<file path="config.mk">
export PLATFORM = sky130hd
export DESIGN_NAME = uart_reg_responder
export DESIGN_NICKNAME = d
export VERILOG_FILES = /design/src/rtl/uart_reg_responder.sv
export SDC_FILE = /design/constraint.sdc
export NUM_CORES = 1
export LEC_CHECK = 0
export CORE_UTILIZATION = 25
export DETAILED_ROUTE_END_ITERATION = 6
export GPL_ROUTABILITY_DRIVEN = 0
export HOLD_SLACK_MARGIN = 0.1
export SETUP_SLACK_MARGIN = 0.05
export SLEW_MARGIN = 20
export SYNTH_ARGS = -nofsm -noshare
export SYNTH_HDL_FRONTEND = slang
export SYNTH_SLANG_ARGS = --single-unit
</file>
<file path="constraint.sdc">
create_clock -name hclk -period 2.8 [get_ports hclk]
set_input_delay 0.28 -clock hclk [delete_from_list [all_inputs] [get_ports hclk]]
set_output_delay 0.28 -clock hclk [all_outputs]
set_load 0.005 [all_outputs]
</file>
<file path="src/rtl/uart_reg_responder.sv">
// Serial register-access responder: parses W/R command frames from the
// UART receiver and answers through the transmitter. Optional macro: UART_TIMEOUT_EN.
module uart_reg_responder #(
  parameter int NREG           = 4,
  parameter int TIMEOUT_CYCLES = 20000
) (
  input  logic              hclk,
  input  logic              rst,
  input  logic [7:0]        rx_data,
  input  logic              rx_ready,
  output logic [7:0]        tx_data,
  output logic              tx_start,
  input  logic              tx_busy,
  output logic [8*NREG-1:0] regs,
  output logic              wr_strobe,
  output logic [7:0]        wr_addr,
  output logic              overrun
);

  localparam logic [2:0] S_IDLE = 3'd0;
  localparam logic [2:0] S_ADDR = 3'd1;
  localparam logic [2:0] S_DATA = 3'd2;
  localparam logic [2:0] S_REQ  = 3'd3;
  localparam logic [2:0] S_WAIT = 3'd4;

  localparam logic [7:0] C_W = 8'h57;
  localparam logic [7:0] C_R = 8'h52;
  localparam logic [7:0] C_K = 8'h4B;
  localparam logic [7:0] C_Q = 8'h3F;

  localparam logic [8:0] NREG9 = 9'(NREG);

  logic [2:0] r_state;
  logic       r_rx_q;
  logic       r_is_wr;
  logic [7:0] r_addr;
  logic [7:0] r_tx_data;
  logic       r_tx_start;
  logic       r_wr_strobe;
  logic [7:0] r_wr_addr;
  logic       r_overrun;
  logic [7:0] r_mem [NREG];

  logic       w_evt;
  logic       w_rx_ok;
  logic       w_addr_ok;
  logic       w_to_hit;
  logic [7:0] w_rd;

  assign w_evt     = rx_ready & ~r_rx_q;
  assign w_rx_ok   = {1'b0, rx_data} < NREG9;
  assign w_addr_ok = {1'b0, r_addr} < NREG9;

  always_comb begin
    w_rd = 8'h00;
    for (int i = 0; i < NREG; i++)
      if (rx_data == 8'(i)) w_rd = r_mem[i];
  end

`ifdef UART_TIMEOUT_EN
  logic [31:0] r_to_cnt;

  assign w_to_hit = (r_to_cnt == 32'(TIMEOUT_CYCLES - 1));

  // Runs only while a frame is partially received.
  always_ff @(posedge hclk or negedge rst) begin
    if (!rst) begin
      r_to_cnt <= '0;
    end else if (w_evt || !(r_state == S_ADDR || r_state == S_DATA)) begin
      r_to_cnt <= '0;
    end else begin
      r_to_cnt <= r_to_cnt + 32'd1;
    end
  end
`else
  logic w_unused_to;

  assign w_unused_to = (TIMEOUT_CYCLES != 0);
  assign w_to_hit    = 1'b0;
`endif

  always_ff @(posedge hclk or negedge rst) begin
    if (!rst) begin
      r_state     <= S_IDLE;
      r_rx_q      <= 1'b0;
      r_is_wr     <= 1'b0;
      r_addr      <= 8'h00;
      r_tx_data   <= 8'h00;
      r_tx_start  <= 1'b0;
      r_wr_strobe <= 1'b0;
      r_wr_addr   <= 8'h00;
      r_overrun   <= 1'b0;
      for (int i = 0; i < NREG; i++) r_mem[i] <= 8'h00;
    end else begin
      r_rx_q      <= rx_ready;
      r_wr_strobe <= 1'b0;
      case (r_state)
        S_IDLE: if (w_evt) begin
          if (rx_data == C_W || rx_data == C_R) begin
            r_is_wr <= (rx_data == C_W);
            r_state <= S_ADDR;
          end else begin
            r_tx_data  <= C_Q;
            r_tx_start <= 1'b1;
            r_state    <= S_REQ;
          end
        end
        S_ADDR: if (w_evt) begin
          r_addr <= rx_data;
          if (r_is_wr) begin
            r_state <= S_DATA;
          end else begin
            r_tx_data  <= w_rx_ok ? w_rd : C_Q;
            r_tx_start <= 1'b1;
            r_state    <= S_REQ;
          end
        end else if (w_to_hit) begin
          r_state <= S_IDLE;
        end
        S_DATA: if (w_evt) begin
          if (w_addr_ok) begin
            for (int i = 0; i < NREG; i++)
              if (r_addr == 8'(i)) r_mem[i] <= rx_data;
            r_wr_strobe <= 1'b1;
            r_wr_addr   <= r_addr;
            r_tx_data   <= C_K;
          end else begin
            r_tx_data <= C_Q;
          end
          r_tx_start <= 1'b1;
          r_state    <= S_REQ;
        end else if (w_to_hit) begin
          r_state <= S_IDLE;
        end
        S_REQ: begin
          if (w_evt) r_overrun <= 1'b1;
          if (tx_busy) begin
            r_tx_start <= 1'b0;
            r_state    <= S_WAIT;
          end
        end
        S_WAIT: begin
          if (w_evt) r_overrun <= 1'b1;
          if (!tx_busy) r_state <= S_IDLE;
        end
        default: r_state <= S_IDLE;
      endcase
    end
  end

  for (genvar g = 0; g < NREG; g++) begin : g_flat
    assign regs[8*g +: 8] = r_mem[g];
  end

  assign tx_data   = r_tx_data;
  assign tx_start  = r_tx_start;
  assign wr_strobe = r_wr_strobe;
  assign wr_addr   = r_wr_addr;
  assign overrun   = r_overrun;

endmodule

</file>
Word level (Yosys, flattened, before mapping)
Cells that the tools add are included.
W data, S select, Z words.
{"block": "totals", "regBits": 64, "input_bits": 12, "output_inout_bits": 51}
{"block": "classes", "magnitude_cmp": 2, "n_eq_ne": 19, "n_mux": 30, "bitwise_logic": 2, "n_reduce_logical": 18}
{"op": "$mux W8", "n": 10}
{"op": "$eq A8 B2 Y1 const B", "n": 4}
{"op": "$pmux W8 S3", "n": 1}
{"op": "$eq A8 B1 Y1 const B", "n": 2}
{"op": "$eq A8 B7 Y1 const B", "n": 2}
{"op": "$logic_not A8 Y1", "n": 2}
{"op": "$lt A8 B3 Y1 const B", "n": 2}
{"op": "$reduce_and A4 Y1", "n": 4}
{"op": "$mux W3", "n": 5}
{"op": "$pmux W3 S5", "n": 1}
{"op": "$ne A2 B2 Y1 const B", "n": 7}
{"op": "$mux W1", "n": 10}
{"op": "$mux W7", "n": 1}
{"op": "$reduce_and A7 Y1", "n": 1}
{"op": "$eq A3 B2 Y1 const B", "n": 2}
{"op": "$reduce_and A3 Y1", "n": 2}
{"op": "$reduce_and A6 Y1", "n": 1}
{"op": "$reduce_and A5 Y1", "n": 1}
{"op": "$pmux W1 S4", "n": 1}
{"op": "$reduce_and A2 Y1", "n": 2}
{"op": "$reduce_bool A4 Y1", "n": 1}
{"op": "$eq A3 B1 Y1 const B", "n": 1}
{"op": "$eq A3 B3 Y1 const B", "n": 1}
{"op": "$logic_not A3 Y1", "n": 1}
{"op": "6 further kinds", "n": 6}

Logic depth before layout (Yosys ltp)
{"block": "logic_depth", "word_depth": 9, "ltp_mapped": 6, "depth_no_buf": 4}

Least setup slack after synthesis
Ideal clock, no wire load.
{"block": "synth_path", "kind": "flip-flop to flip-flop", "from": "reg r_state[2]", "to": "reg r_tx_data[0], in the netlist tx_data[0]", "setup_ns": 0.125, "arrival_time_ns": 1.848, "path_slack_ns": 0.826, "stages_incl_launch_ff": 7, "path_buffers": 2, "cell_sequence": "dfrtp_1 buf_6 or2_1 or4_1 buf_2 a221o_1 mux2_4"}
{"block": "synth_via", "elab_chain_cells": 3, "word_cells_on_any_way": 11}
{"item": "from (decl)", "line_no": "33", "source": "logic [2:0] r_state;"}
{"item": "from (signal assigned)", "line_no": "84", "source": "r_state <= S_IDLE;"}
{"item": "from (signal assigned)", "line_no": "101", "source": "r_state <= S_ADDR;"}
{"item": "from (signal assigned)", "line_no": "105", "source": "r_state <= S_REQ;"}
{"item": "$eq A3 B1 Y1, or another cell as far along", "line_no": "97", "source": "case (r_state)"}
{"item": "$ne A2 B2 Y1 (no source line) / $reduce_bool A3 Y1 (equally long branches)"}
{"item": "$reduce_and A6 Y1 (no source line)"}
{"item": "to (signal assigned)", "line_no": "113", "source": "r_tx_data <= w_rx_ok ? w_rd : C_Q;"}
{"item": "to (decl)", "line_no": "37", "source": "logic [7:0] r_tx_data;"}
Several ways; a longest one is shown, not always the timed one.
A chain may end at the register's enable or synchronous reset.

Worst setup path after layout
{"block": "layout_path", "from": "in rx_data[3]", "to": "reg r_tx_data[3], in the netlist tx_data[3]"}
{"block": "layout_via", "elab_chain_cells": 9, "word_cells_on_any_way": 18}
{"item": "from (decl)", "line_no": "9", "source": "input logic [7:0] rx_data,"}
{"item": "$logic_not A8 Y1", "line_no": "57", "source": "if (rx_data == 8'(i)) w_rd = r_mem[i];"}
{"item": "$mux W8 (4 in a row)", "line_no": "57"}
{"item": "$mux W8", "line_no": "113"}
{"item": "$mux W8", "line_no": "110", "source": "if (r_is_wr) begin"}
{"item": "$mux W8", "line_no": "108", "source": "S_ADDR: if (w_evt) begin"}
{"item": "$pmux W8 S3", "line_no": "97"}
Several ways; a longest one is shown, not always the timed one. The select of a mux whose other input is x is not followed.

==> flow_summary.json <==
{
  "status": "completed",
  "synth_enable_flop_cells": 0,
  "grt_usage_pct": 13.2,
  "p_clk_share_pct": 30.3,
  "clock-sinks": 64,
  "clock_path_buffers": 2,
  "drv_cap": 0,
  "drc": 0,
  "port_buffers": 62,
  "yosysUniqueCellTypes": 44,
  "fin_cells": 429,
  "h-tree-depth": 3,
  "seq_power_share_pct": 40.6,
  "nFillCells": 1094,
  "grt_pass1_vias": 2072,
  "cts-buffers-inserted": 9,
  "yosysTopAreaCell": "dfrtp_1",
  "synth_seq_cells": 64,
  "synth_top_area_share_pct": 55.6,
  "detail-route-antenna-nets": 0,
  "vdd_drop_max_v": 0.000312,
  "p_sw_share_pct": 27.5,
  "netlist_top_cells_area": "dfrtp_1, mux2_2, mux4_2",
  "hold_path.class": "primary input to flip-flop",
  "cts_setup_buffers": 0,
  "crit_arrival_ns": 2.40,
  "synthCells": 209,
  "path_class": "primary input to flip-flop",
  "rsz0062_at_grt": "false",
  "drt_iter0_markers": 63,
  "async_reset_ff_share_pct": 100,
  "skew_ns": 0.00603,
  "power_switching_mw": 1.01,
  "num_antenna_cells": 0,
  "root_buffer": "clkbuf_16",
  "syn_to_final_growth_pct": 39.2,
  "pwr-share-comb_pct": 29.1,
  "dpl.hpwl_um": 5280,
  "final-seq-area_um2": 1600,
  "drtPass1Iterations": 4,
  "fmax_ghz": 0.455,
  "place_inst": 412,
  "final_period_minus_worst_setup_slack_ns": 2.20,
  "internal_power_mw": 2.65,
  "antenna_found_initial": 0,
  "clk_latency_ns": 0.33,
  "synthFlopType": "dfrtp_1",
  "multiInputGateArea_um2": 1160,
  "setup_viol_count_final": 0,
  "worstPathRequired_ns": 3.01,
  "grt_overflow": 0,
  "cp_max_fo": 7,
  "syn_area_per_cell_um2": 13.8,
  "hold_violations": 0,
  "vias": 1986,
  "p_leak_nw": 1.76,
  "cts_tree": "built",
  "yosys_warnings": 0,
  "start_kind": "primary input",
  "grt_max_degree": 36,
  "final_common_cell": "dfrtp_1",
  "grt_pass1_wl_um": 11400,
  "cts.clk_slew.worst_paths_ns": 0.05,
  "netlist_area_um2": 2880,
  "post-route-period-util_pct": 78.4,
  "power_per_cell_area_nw_per_um2": 914,
  "avgViaCountPerCell": 4.63,
  "ys_seq_area_share_pct": 55.6,
  "tightest_slew_ns": 0.794,
  "initial_core_util_pct": 26.1,
  "die-area_um2": 11900,
  "final_cell_mix": "dfrtp_1, clkdlybuf4s50_1, mux2_2, buf_4",
  "dieWidth_um": 109,
  "core_area_um2": 11000,
  "slew_viol_final": 0,
  "fin_setup_tns_ns": 0,
  "placementRows": 38,
  "syn_nets": 221,
  "wl_per_cell_um": 16.3,
  "drt-total-wl_um": 6990,
  "fin_nets": 296,
  "cp-end-kind": "flip-flop",
  "io_pins": 63,
  "max_slew_margin_pct": 46.9,
  "die_y_um": 109,
  "drive_above_1_share_pct": 29.1
}
-- sequential cells by signal, summed over array words and instances, names as in the netlist --
signal / count
r_addr: 8
regs: 32
tx_start: 1
wr_addr: 8
r_rx_q: 1
overrun: 1
tx_data: 8
wr_strobe: 1
r_is_wr: 1
r_state: 3
-- final cells by class --
cell class                      instances  share of cell area, %
Sequential cell                        64                   40.0
Multi-Input combinational cell        124                   29.0
Timing Repair Buffer                   76                   18.4
Clock buffer                           13                   6.50
Tap cell                              140                   4.37
Clock inverter                          3                  0.999
Inverter                                9                  0.843
-- power groups by stage --
stage | registers, mW | logic, mW | clock network (mW)
2_1_floorplan | 1.41 | 0.535 | 0
3_3_place_gp | 1.50 | 1.06 | 0
4_1_cts | 1.49 | 1.08 | 1.13
3_5_place_dp | 1.50 | 1.08 | 0
6_report | 1.49 | 1.06 | 1.11
5_1_grt | 1.54 | 1.16 | 1.18
-- through the flow --
step                      instance area [um^2]  utilization (%)  hold slack (ns)  setup slack, ns  power [mW]
final                                     4010             36.3            0.456            0.605        3.66
after detailed placement                  3700             33.5            0.381            0.265        2.58
after CTS                                 4010             36.3            0.451            0.609        3.71
after global placement                    3700             33.5            0.368            0.293        2.56
after global routing                      4010             36.3            0.468            0.518        3.88
after floorplan                           2880                -          -0.0156            0.826        1.95
-- cells by family after synthesis --
group                     after synthesis  synth area share [%]
AOI/OAI and AO/OA                      22                  5.69
xor gates and xnor gates                1                 0.304
DFF                                    64                  55.6
and+or+nand+nor                        44                  9.78
buffers and inverters                  21                  4.30
muxes                                  57                  24.3
-- final timing paths --
kind	start	to	slack, ns	cells after the start
max	rx_data[3]	tx_data[3]$_DFFE_PN0P_	0.60	5
max in group asynchronous	rst	tx_data[2]$_DFFE_PN0P_	1.63	3
min	rx_ready	r_rx_q$_DFF_PN0_	0.46	1
min reg2reg	wr_addr[2]$_DFFE_PN0P_	wr_addr[2]$_DFFE_PN0P_	0.48	1
max reg2reg	r_state[2]$_DFFE_PN0P_	tx_data[3]$_DFFE_PN0P_	0.70	4
min in group asynchronous	rst	regs[30]$_DFFE_PN0P_	0.54	2
-- timing repair --
item / 4_1_cts / 5_1_grt
hold buffers: 1 / 0
endpoints found under the hold margin: 29 / 0
resized for setup: 0 / 0
endpoints found under the setup margin: 0 / 0
-- metal layers --
metal	global-route usage, %	vias to the layer above	share of wire [%]
met5	0	-	0
met4	7.14	0	2.0
met3	2.31	10	3.4
met2	20.5	42	47
met1	17.4	1022	47
li1	-	912	-
-- critical path, cell delays in order --
cell             delay, ns
clkdlybuf4s50_1       0.55
or3_4                 0.41
nor4_1                0.59
nor4b_2               0.23
mux2_4                0.34
-- Yosys cell counts, types with 3 or more instances --
library cell and number:
clkbuf_1 4, nor2_1 5, mux4_2 5, a21oi_1 3, nor3_2 3, o21bai_1 4, o2bb2ai_1 3, mux2_4 3
o21ai_0 3, nand2_1 7, and2_1 8, mux2i_1 8, dfrtp_1 64, a221o_1 3, inv_1 9, mux2_2 41
(Power assumes the default switching activity.)
